[config.mk]
export PLATFORM = sky130hd
export DESIGN_NAME = pitch_ola_writer
export DESIGN_NICKNAME = d
export VERILOG_FILES = /design/src/rtl/pitch_ola_writer_pkg.sv /design/src/rtl/pitch_ola_writer_sat_add16.sv /design/src/rtl/pitch_ola_writer.sv
export SDC_FILE = /design/constraint.sdc
export NUM_CORES = 1
export LEC_CHECK = 0
export ABC_CLOCK_PERIOD_IN_PS = 2660
export CAP_MARGIN = 20
export CORE_MARGIN = 2
export CORE_UTILIZATION = 46
export CTS_CLUSTER_SIZE = 10
export DETAILED_ROUTE_END_ITERATION = 6
export PLACE_DENSITY = 0.81
export SYNTH_ARGS = -nofsm -noshare
export SYNTH_HDL_FRONTEND = slang
export SYNTH_SLANG_ARGS = --single-unit
[constraint.sdc]
create_clock -name i_clk -period 2.66 [get_ports i_clk]
set_input_delay 0.399 -clock i_clk [delete_from_list [all_inputs] [get_ports i_clk]]
set_output_delay 0.399 -clock i_clk [all_outputs]
set_load 0.1 [all_outputs]
[src/rtl/pitch_ola_writer_pkg.sv]
// Shared PitchCore definitions: SDRAM/sample widths, saturation limits and
// the overlap-add writer state encoding.
package PitchDefine;

  localparam int PITCH_ADDR_W = 23;
  localparam int SAMPLE_W     = 16;
  localparam int SDRAM_DATA_W = 32;

  localparam logic signed [SAMPLE_W-1:0] SAT_MAX = 16'sh7FFF;
  localparam logic signed [SAMPLE_W-1:0] SAT_MIN = 16'sh8000;

  typedef enum logic [2:0] {
    IDLE        = 3'd0,
    WAIT_SAMPLE = 3'd1,
    READ        = 3'd2,
    WRITE       = 3'd3,
    DONE        = 3'd4
  } ola_state_t;

endpackage

[src/rtl/pitch_ola_writer_sat_add16.sv]
// Combinational signed 16+16 add, clamped to the 16-bit signed range.
module sat_add16
  import PitchDefine::*;
(
  input  logic signed [SAMPLE_W-1:0] a_i,
  input  logic signed [SAMPLE_W-1:0] b_i,
  output logic signed [SAMPLE_W-1:0] sum_o
);

  logic [SAMPLE_W:0] wide;

  always_comb begin
    wide = {a_i[SAMPLE_W-1], a_i} + {b_i[SAMPLE_W-1], b_i};
    // The two top bits disagree only when the 17-bit sum left the 16-bit range.
    if (wide[SAMPLE_W] != wide[SAMPLE_W-1]) begin
      sum_o = wide[SAMPLE_W] ? SAT_MIN : SAT_MAX;
    end else begin
      sum_o = wide[SAMPLE_W-1:0];
    end
  end

endmodule

[src/rtl/pitch_ola_writer.sv]
// Overlap-add writeback: read-modify-write of one windowed frame into SDRAM,
// adding each sample to both stereo channels with saturation.
//
// state       | meaning
// IDLE        | waiting for ola_start
// WAIT_SAMPLE | s_ready high, waiting for the next windowed sample
// READ        | SDRAM read of the target word outstanding
// WRITE       | SDRAM write of the summed (or overwritten) word outstanding
// DONE        | one-cycle frame completion pulse
module pitch_ola_writer
  import PitchDefine::*;
#(
  parameter int WINDOW_SIZE = 1024,
  parameter int ADDR_W      = PITCH_ADDR_W
) (
  input  logic                    i_clk,
  input  logic                    i_rst,
  input  logic                    ola_start,
  input  logic [ADDR_W-1:0]       ola_addr,
  input  logic                    ola_first,
  input  logic                    s_valid,
  input  logic [SAMPLE_W-1:0]     s_data,
  output logic                    s_ready,
  output logic                    ola_busy,
  output logic                    ola_done,
  output logic                    ola_read,
  output logic                    ola_write,
  output logic [ADDR_W-1:0]       ola_address,
  input  logic [SDRAM_DATA_W-1:0] ola_readdata,
  output logic [SDRAM_DATA_W-1:0] ola_writedata,
  input  logic                    ola_sdram_finished
);

  localparam int CNT_W = $clog2(WINDOW_SIZE);
  localparam logic [CNT_W-1:0] CNT_LAST = CNT_W'(WINDOW_SIZE - 1);

  ola_state_t                  state_q, state_d;
  logic                        first_q, first_d;
  logic [CNT_W-1:0]            cnt_q, cnt_d;
  logic [ADDR_W-1:0]           addr_q, addr_d;
  logic signed [SAMPLE_W-1:0]  smp_q, smp_d;
  logic signed [SAMPLE_W-1:0]  lsum_q, lsum_d;
  logic signed [SAMPLE_W-1:0]  rsum_q, rsum_d;
  logic signed [SAMPLE_W-1:0]  rd_left, rd_right;
  logic signed [SAMPLE_W-1:0]  left_sat, right_sat;

  assign rd_left  = ola_readdata[SDRAM_DATA_W-1:SAMPLE_W];
  assign rd_right = ola_readdata[SAMPLE_W-1:0];

  sat_add16 u_sat_left (
    .a_i   (rd_left),
    .b_i   (smp_q),
    .sum_o (left_sat)
  );

  sat_add16 u_sat_right (
    .a_i   (rd_right),
    .b_i   (smp_q),
    .sum_o (right_sat)
  );

  always_comb begin
    state_d = state_q;
    first_d = first_q;
    cnt_d   = cnt_q;
    addr_d  = addr_q;
    smp_d   = smp_q;
    lsum_d  = lsum_q;
    rsum_d  = rsum_q;
    case (state_q)
      IDLE: begin
        if (ola_start) begin
          first_d = ola_first;
          addr_d  = ola_addr;
          cnt_d   = '0;
          state_d = WAIT_SAMPLE;
        end
      end
      WAIT_SAMPLE: begin
        if (s_valid) begin
          smp_d = s_data;
          // Overwrite frames skip the read and store the sample on both channels.
          if (first_q) begin
            lsum_d  = s_data;
            rsum_d  = s_data;
            state_d = WRITE;
          end else begin
            state_d = READ;
          end
        end
      end
      READ: begin
        if (ola_sdram_finished) begin
          lsum_d  = left_sat;
          rsum_d  = right_sat;
          state_d = WRITE;
        end
      end
      WRITE: begin
        if (ola_sdram_finished) begin
          if (cnt_q == CNT_LAST) begin
            state_d = DONE;
          end else begin
            cnt_d   = cnt_q + CNT_W'(1);
            addr_d  = addr_q + ADDR_W'(1);
            state_d = WAIT_SAMPLE;
          end
        end
      end
      DONE:    state_d = IDLE;
      default: state_d = IDLE;
    endcase
  end

  always_ff @(posedge i_clk or posedge i_rst) begin
    if (i_rst) begin
      state_q <= IDLE;
      first_q <= 1'b0;
      cnt_q   <= '0;
      addr_q  <= '0;
      smp_q   <= '0;
      lsum_q  <= '0;
      rsum_q  <= '0;
    end else begin
      state_q <= state_d;
      first_q <= first_d;
      cnt_q   <= cnt_d;
      addr_q  <= addr_d;
      smp_q   <= smp_d;
      lsum_q  <= lsum_d;
      rsum_q  <= rsum_d;
    end
  end

  assign s_ready       = (state_q == WAIT_SAMPLE);
  assign ola_busy      = (state_q != IDLE);
  assign ola_done      = (state_q == DONE);
  assign ola_read      = (state_q == READ);
  assign ola_write     = (state_q == WRITE);
  assign ola_address   = addr_q;
  assign ola_writedata = {lsum_q, rsum_q};

endmodule

## After elaboration in Yosys (flattened, before gate mapping)

Cells that the tools add are included.

| operators by class | value |
|---|---|
| multiplexer cells | 25 |
| add/sub/neg operators | 4 |
| reduce and logical (&&, ||, !) cells | 9 |
| equality and inequality tests | 13 |

Operator list:

| operator | count |
|---|---|
| 16-bit two-way mux | 8 |
| 23-bit two-way mux | 3 |
| 16-bit case mux with 2 select lines | 2 |
| 23-bit case mux with 2 select lines | 1 |
| 16-bit by 16-bit adder with 17-bit output | 2 |
| 10-bit two-way mux | 3 |
| 23-bit by 1-bit adder with 23-bit output (second input constant) | 1 |
| 10-bit case mux with 2 select lines | 1 |
| 3-bit two-way mux | 5 |
| 3-bit case mux with 4 select lines | 1 |
| 4-bit AND reduction | 3 |
| 10-bit by 1-bit adder with 10-bit output (second input constant) | 1 |
| 10-bit == test (second input constant) | 1 |
| 3-bit by 2-bit == test with 1-bit output (second input constant) | 2 |
| 2-bit by 1-bit inequality test with 1-bit output (second input constant) | 3 |
| 2-bit inequality test (second input constant) | 3 |
| 2-bit AND reduction | 2 |
| 2-bit nonzero test | 2 |
| 3-bit by 1-bit == test with 1-bit output (second input constant) | 1 |
| 3-bit == test (second input constant) | 1 |
| 3-bit zero test | 1 |
| 3-bit nonzero test | 1 |
| 1-bit inequality test | 2 |
| 1-bit two-way mux | 1 |

| word-level totals | value |
|---|---|
| logic and storage cells | 58 |
| register bits | 85 |
| output and inout bits | 60 |
| bits of input ports | 77 |

## Longest topological paths before layout

Gate-level depths: netlist (run 1).

| depth | value |
|---|---|
| depth in word-level cells | 5 |
| mapped depth | 12 |
| depth with buffers taken out | 11 |

## By module

Synthesis (run 1) repeated with hierarchy kept, for this count alone.

| second synthesis, totals | value |
|---|---|
| cells, all modules | 823 |
| area, all modules | 7,011.7 µm² |

Modules (own cells, without submodules):

| module | seq. area each (µm²) | instances | cells an instance | area each (µm²) |
|---|---|---|---|---|
| pitch_ola_writer | 2,127.0 | 1 | 453 | 4,281.6 |
| sat_add16 | 0.0 | 2 | 185 | 1,365.1 |

## Worst setup path before layout (run 1)

No wires, ideal clock.

| timing | value |
|---|---|
| path type | register to register |
| start | register addr_q[0] (netlist: ola_address[0]) |
| end | register addr_q[18] (netlist: ola_address[18]) |
| path buffers | 1 |
| period minus slack after synthesis | 2.945 ns |
| stages on the path, launching flop included | 10 |
| required time | 2.535 ns |
| setup slack | -0.285 ns |
| arrival | 2.819 ns |
| setup time | 0.125 ns |
| cells stage by stage | dfrtp_1 ha_1 nand2_1 or3_1 clkbuf_1 nor3_1 nand3_1 nor2_1 a21oi_1 o22a_1 |

| between the ends | value |
|---|---|
| longest elaborated chain between the ends | 4 |

Ends and longest elaborated chain:

| what | RTL line | text |
|---|---|---|
| from (decl) | pitch_ola_writer.sv:40 | `logic [ADDR_W-1:0] addr_q, addr_d;` |
| from (signal assigned) | pitch_ola_writer.sv:128 | `addr_q <= addr_d;` |
| 23-bit by 1-bit adder with 23-bit output | pitch_ola_writer.sv:105 | `addr_d = addr_q + ADDR_W'(1);` |
| 23-bit two-way mux | pitch_ola_writer.sv:101 | `if (cnt_q == CNT_LAST) begin` |
| 23-bit two-way mux | pitch_ola_writer.sv:100 | `if (ola_sdram_finished) begin` |
| 23-bit case mux with 2 select lines | pitch_ola_writer.sv:70 | `case (state_q)` |

Every way passes these cells. The select of a mux whose other input is x is not followed.
A chain may end at the register's enable or synchronous reset.

## Worst setup path after layout (run 1)

| timing | value |
|---|---|
| start | register smp_q[0] |
| end | register lsum_q[11] |

| between the ends | value |
|---|---|
| longest elaborated chain between the ends | 5 |
| elaborated cells on any way between the ends | 6 |
| classes of those cells | add/sub: 1; eq/ne: 1; mux: 4 |

Ends and longest elaborated chain:

| what | RTL line | text |
|---|---|---|
| from (decl) | pitch_ola_writer.sv:41 | `logic signed [SAMPLE_W-1:0] smp_q, smp_d;` |
| from (signal assigned) | pitch_ola_writer.sv:129 | `smp_q <= smp_d;` |
| 16-bit by 16-bit adder with 17-bit output (*) | pitch_ola_writer_sat_add16.sv:13 | `wide = {a_i[SAMPLE_W-1], a_i} + {b_i[SAMPLE_W-1], b_i};` |
| 16-bit two-way mux or 1-bit inequality test (tied branches) | pitch_ola_writer_sat_add16.sv:16, pitch_ola_writer_sat_add16.sv:15 |  |
| 16-bit two-way mux (*) | pitch_ola_writer_sat_add16.sv:15 | `if (wide[SAMPLE_W] != wide[SAMPLE_W-1]) begin` |
| 16-bit two-way mux (*) | pitch_ola_writer.sv:93 | `if (ola_sdram_finished) begin` |
| 16-bit case mux with 2 select lines (*) | pitch_ola_writer.sv:70 |  |
| to (signal assigned) | pitch_ola_writer.sv:130 | `lsum_q <= lsum_d;` |
| to (decl) | pitch_ola_writer.sv:42 | `logic signed [SAMPLE_W-1:0] lsum_q, lsum_d;` |

Mark *: on every way between the ends. The rest lies on a longest branch, timed or not. The select of a mux whose other input is x is not followed.

==> results_dict.tcl, run 1 <==
set metrics [dict create \
    status "finished with violations" \
    failed_checks "negative setup slack" \
    rows 41 \
    start_util_pct 46.5 \
    area_growth_pct 43.7 \
    place_area_sq_um 7860 \
    slowest_stage "fa_2" \
    min_period_ns 2.81 \
    die_area_sq_um 13500 \
    fmax_ghz 0.355 \
    core-area_sq_um 12500 \
    crit_type "reg -> reg" \
    syn_nets 803 \
    startpoint_type "register" \
    grt_pass1_vias 5998 \
    num_antenna_cells 0 \
    cp_top_family "compound AO/OA/AOI/OAI gates" \
    placedCellCount 1055 \
    synthAdderAreaFrac_pct 8.03 \
    dr.pass1.iters 5 \
    synth-seq-area-share_pct 36.7 \
    worst-path-stages 12 \
    relSlewSlack_pct 56.8 \
    grt_pass1_wl_um 30200 \
    fin_nets 1011 \
    cp_cell_sequence "ha_2, inv_2, fa_2, nor2b_4, o31ai_4, o211ai_2, o2111ai_2, a31oi_2, nor2b_4, buf_6, o21ai_0, a31oi_1" \
    wirelength_um 19400 \
    fin_skew_ns 0.0104 \
    insertion_delay_ns 0.34 \
    slew_violations 0 \
    synth.area.top_cells "dfrtp_1, ha_1, a21oi_1" \
    synth_largest_area_cell "dfrtp_1" \
    cts-hold-fix-buffers 0 \
    grt_overflow 0 \
    syn_inst 690 \
    synth_area_sq_um 5800 \
    globalplace.congestion 0.946 \
    yosys.cell_count.top_type "dfrtp_1" \
    grt_setup_unrepaired "true" \
    period_share_pct 106 \
    ant_nets 0 \
    die_h_um 116 \
    hold_path_class "in -> async" \
    hold_violations 0 \
    synth-main-ff-cell "dfrtp_1" \
    synth-simple-area-share_pct 19.1 \
    drt-initial-drc-count 606 \
    synth.distinct_cells 65 \
    die_w_um 116 \
    synth_compound_area_share_pct 26.1 \
    worstSetupEndpointType "register" \
    drive_gt1_share_pct 25.0 \
    route.vias.total 6391 \
    arrival_ns 3.06 \
    io_pins 137 \
    r2r_cells 12 \
    grt_use_total_pct 28.5 \
    utilization_pct 66.8 \
    synth-async-reset-ratio_pct 100 \
    synth_mux_area_share_pct 3.45 \
    worstMarginPinSlew_ns 0.646 \
    grt_max_degree 39 \
    synth.avg_cell_area_sq_um 8.40 \
    cts-htree-levels 3 \
    crit_required_ns 2.91 \
    cts_tree "yes" \
    cp_num_buf_inv 2 \
    cts_sinks 85 \
    cts_root_buffer "clkbuf_16" \
    remaining_drc_errors 0 \
    dpl.hpwl_um 14300 \
    drt-wirelength-per-cell_um 18.1 \
    cap_violations 0 \
    setup_slack_ns -0.153 \
    path_clk_slew_ns 0.07 \
    synth-edff-count 0 \
    synth_xor_area_share_pct 3.17 \
    finalNonFillerCells 1075 \
    routed_via_density 5.95 \
    synth_top_family_by_area "compound AO/OA/AOI/OAI gates" \
    slowest_delay_ns 0.42 \
    crit_path_max_fanout 7 \
    setup_viol 16 \
    ys_top_cells_by_count "dfrtp_1, a21oi_1, nand2_1" \
    io_buffers 136 \
    ys_ff_latch 85 \
    hold_slack_ns 0.488 \
    synth-warning-count 0 \
    cts_made_buffers 9 \
    clockBufferDepth 2 \
    crit_path_frequent_cell "nor2b_4" \
    fin_area_sq_um 8330 \
    antenna_found_initial 0 \
    synth_top_area_share_pct 36.7 \
]
==> sequential cells by signal (all words and copies together), names as in the netlist <==
register and flops:
state_q 3, first_q 1, ola_address 23, cnt_q 10
rsum_q 16, smp_q 16, lsum_q 16
==> final timing paths <==
path                                from  slack, ns               to
worst max-delay path            smp_q[0]      -0.15       lsum_q[11]
worst min register to register  cnt_q[6]       0.51         cnt_q[6]
worst max register to register  smp_q[0]      -0.15       lsum_q[11]
worst min-delay path               i_rst       0.49  ola_address[22]
max in group asynchronous          i_rst       1.56        rsum_q[8]
min in group i_clk              cnt_q[6]       0.51         cnt_q[6]
==> layer usage <==
layer | up-vias | wire length (um) | track usage (%)
met5 | - | 0 | 0
met4 | 0 | 724 | 13.0
met3 | 72 | 1450 | 5.45
met2 | 336 | 9170 | 45.1
met1 | 3028 | 8100 | 38.0
li1 | 2955 | - | -
==> repair_timing <==
item,4_1_cts,5_1_grt
buffers inserted,1,3
pin swaps,4,17
resized for setup,16,25
cloned,0,1
endpoints found under the setup margin,29,31
==> through the flow <==
| step | worst slack, ns | setup TNS (ns) |
|---|---|---|
| finish | -0.153 | -1.10 |
| global route | -0.272 | -4.26 |
| CTS | -0.0131 | -0.0250 |
| detailed placement | -0.560 | -13.67 |
| global placement | -0.411 | -10.61 |
| floorplan | -0.0449 | -0.0449 |
==> layout make-up <==
cell class                 instances  area [sq um]
clock inverter                     6          70.1
inverter                          15          60.1
multi-input combinational        558          3600
clock buffer                      10           239
fill                            1002          4130
sequential                        85          2130
tap                              172           215
timing repair buffer             229          2020
==> cells by family (layout without fill, tap and decap cells) <==
logic type | Yosys count | in the layout
mux | 18 | 18
simple gates | 234 | 235
fa+ha+maj | 36 | 36
buf+inv | 48 | 260
flops | 85 | 85
xor+xnor | 21 | 21
compound gates | 248 | 248
==> cell usage in the layout (no fill, tap or decap), types with 3 or more instances in the layout <==
| master | n |
|---|---|
| buf_4 | 142 |
| dfrtp_1 | 81 |
| a21oi_1 | 78 |
| clkdlybuf4s50_1 | 75 |
| nand2_1 | 67 |
| nor2_1 | 60 |
| o21ai_0 | 55 |
| nand3_1 | 33 |
| ha_1 | 32 |
| o22ai_1 | 28 |
| xnor2_1 | 18 |
| mux2_2 | 15 |
| inv_1 | 12 |
| nor3_1 | 12 |
| and3_1 | 11 |
| clkbuf_16 | 9 |
| nand2b_1 | 8 |
| o21ai_1 | 8 |
| a21o_1 | 8 |
| a31oi_1 | 7 |
| a22oi_1 | 7 |
| or3_1 | 7 |
| buf_12 | 7 |
| o21bai_1 | 6 |
| nand4_1 | 6 |
| a211oi_1 | 6 |
| a21oi_2 | 6 |
| nor2b_1 | 5 |
| and2_1 | 5 |
| o21a_1 | 5 |
| a211oi_2 | 4 |
| dfrtp_2 | 4 |
| o31ai_1 | 3 |
| nor2_2 | 3 |
| xor2_1 | 3 |
| clkinvlp_4 | 3 |
| buf_6 | 3 |
Power of run 1 is left out: the tool's default activity adds up to more than one toggle a clock period on the data nets, which glitch-free logic cannot reach.
==> run 2: changes to the inputs <==
--- a/config.mk
+++ b/config.mk
@@ -7,11 +7,12 @@
 export LEC_CHECK = 0
 export ABC_CLOCK_PERIOD_IN_PS = 2660
 export CAP_MARGIN = 20
-export CORE_MARGIN = 2
+export CORE_ASPECT_RATIO = 0.8
 export CORE_UTILIZATION = 46
 export CTS_CLUSTER_SIZE = 10
 export DETAILED_ROUTE_END_ITERATION = 6
 export PLACE_DENSITY = 0.81
+export SLEW_MARGIN = 25
 export SYNTH_ARGS = -nofsm -noshare
 export SYNTH_HDL_FRONTEND = slang
 export SYNTH_SLANG_ARGS = --single-unit
==> run 2 against run 1 <==
  * Non-clock buffer count is 28 higher
  * Clock skew rose by 0.00073 ns
  * Setup slack improved by 0.18 ns
  * Cell area increased by 4.0%
  * Highest routed layer unchanged
  * The flow now finishes without violations
  * Via count up 2.0%
  * First-iteration DRC count down 4.1%
  * Register-to-register slack gained 0.18 ns
==> results_dict.tcl, run 2 (synthesis results as in run 1) <==
set metrics [dict create \
    status "finished clean" \
    cts-hold-fix-buffers 0 \
    slowest_delay_ns 0.51 \
    path_clk_slew_ns 0.06 \
    start_util_pct 47.3 \
    clockBufferDepth 2 \
    cts_tree "yes" \
    grt_setup_unrepaired "true" \
    period_share_pct 98.9 \
    fin_skew_ns 0.0111 \
    place_area_sq_um 7930 \
    crit_path_max_fanout 4 \
    hold_path_class "in -> async" \
    globalplace.congestion 0.996 \
    tns_ns 0 \
    core-area_sq_um 12300 \
    layout_commonest_cell "buf_4" \
    num_antenna_cells 0 \
    slowest_stage "clkdlybuf4s50_1" \
    dr.pass1.iters 5 \
    remaining_drc_errors 0 \
    grt_pass1_vias 6172 \
    wirelength_um 20200 \
    route.vias.total 6521 \
    cp_top_family "buffers and inverters" \
    routed_via_density 5.92 \
    cp_num_buf_inv 6 \
    die_w_um 128 \
    rows 36 \
    drt-initial-drc-count 581 \
    io_pins 137 \
    grt_overflow 0 \
    fin_area_sq_um 8660 \
    grt_max_degree 35 \
    fmax_ghz 0.380 \
    insertion_delay_ns 0.35 \
    crit_type "in -> reg" \
    slew_violations 0 \
    largest_reg_flops 23 \
    area_growth_pct 49.4 \
    relSlewSlack_pct 54.4 \
    cap_violations 0 \
    antenna_found_initial 0 \
    cts_sinks 85 \
    cts_root_buffer "clkbuf_16" \
    crit_required_ns 2.94 \
    final_cell_mix "buf_4, dfrtp_1, a21oi_1, clkdlybuf4s50_1, nand2_1" \
    drt-wirelength-per-cell_um 18.3 \
    cp_cell_sequence "clkdlybuf4s50_1, ha_4, nor2b_4, o31ai_4, o211ai_2, o2111ai_2, a31oi_2, buf_4, buf_6, buf_6, buf_4, buf_4, nand2_2, o21ai_2, a21oi_2" \
    fin_nets 1038 \
    io_buffers 136 \
    cts_made_buffers 9 \
    hold_violations 0 \
    drive_gt1_share_pct 29.5 \
    cts-htree-levels 3 \
    grt_use_total_pct 30.5 \
    worstSetupEndpointType "register" \
    die_area_sq_um 13100 \
    utilization_pct 70.7 \
    grt_pass1_wl_um 30900 \
    die_h_um 102 \
    ant_nets 0 \
    worstMarginPinSlew_ns 0.682 \
    min_period_ns 2.63 \
    arrival_ns 2.91 \
    dpl.hpwl_um 14800 \
    setup_viol 0 \
    crit_path_frequent_cell "buf_4" \
    startpoint_type "input port" \
]
[run 2: metrics by stage]
stage / cells / worst slack [ns] / hold slack, ns
floorplan: 690 / -0.0449 / 0.456
global placement: 1068 / -0.474 / 0.474
detailed placement: 1068 / -0.551 / 0.492
CTS: 1091 / -0.0141 / 0.504
global route: 1101 / -0.0671 / 0.536
finish: 1101 / 0.0281 / 0.499
[run 2: layout make-up]
cell class | instances | area (sq um)
clock buffer | 13 | 260
tap | 171 | 214
inverter | 15 | 63.8
multi-input combinational | 557 | 3760
clock inverter | 3 | 20.0
sequential | 85 | 2130
fill | 906 | 3590
timing repair buffer | 257 | 2220
[run 2: what timing repair did]
action	in CTS	in global routing
pin swaps	8	27
setup buffers	8	12
resized for setup	27	55
endpoints found under the hold margin	0	0
endpoints found under the setup margin	30	32
[run 2: worst paths after layout]
| check | slack [ns] | end | depth (start not counted) | startpoint |
|---|---|---|---|---|
| worst max-delay path | 0.03 | lsum_q[15] | 15 | ola_readdata[18] |
| worst min-delay path | 0.50 | state_q[1] | 2 | i_rst |
| worst max register to register | 0.03 | lsum_q[8] | 12 | smp_q[1] |
| worst min register to register | 0.51 | cnt_q[6] | 1 | cnt_q[6] |
| max in group asynchronous | 1.50 | ola_address[0] | 3 | i_rst |
| min in group i_clk | 0.51 | cnt_q[6] | 1 | cnt_q[6] |
[run 2: worst register-to-register path, delay by kind of cell (launching register included)]
family / cells / cell delay, ns
mux: 1 / 0.15
flops: 1 / 0.38
fa+ha+maj: 1 / 0.27
compound gates: 5 / 1.05
buf+inv: 3 / 0.45
simple gates: 2 / 0.21
[run 2: per-layer routing]
metal	up-vias	GRT usage (%)	wire length, um
met5	-	0	0
met4	0	12.3	581
met3	56	4.97	1290
met2	303	48.3	9570
met1	3148	42.0	8710
li1	3014	-	-
Power of run 2 is left out for the same reason.
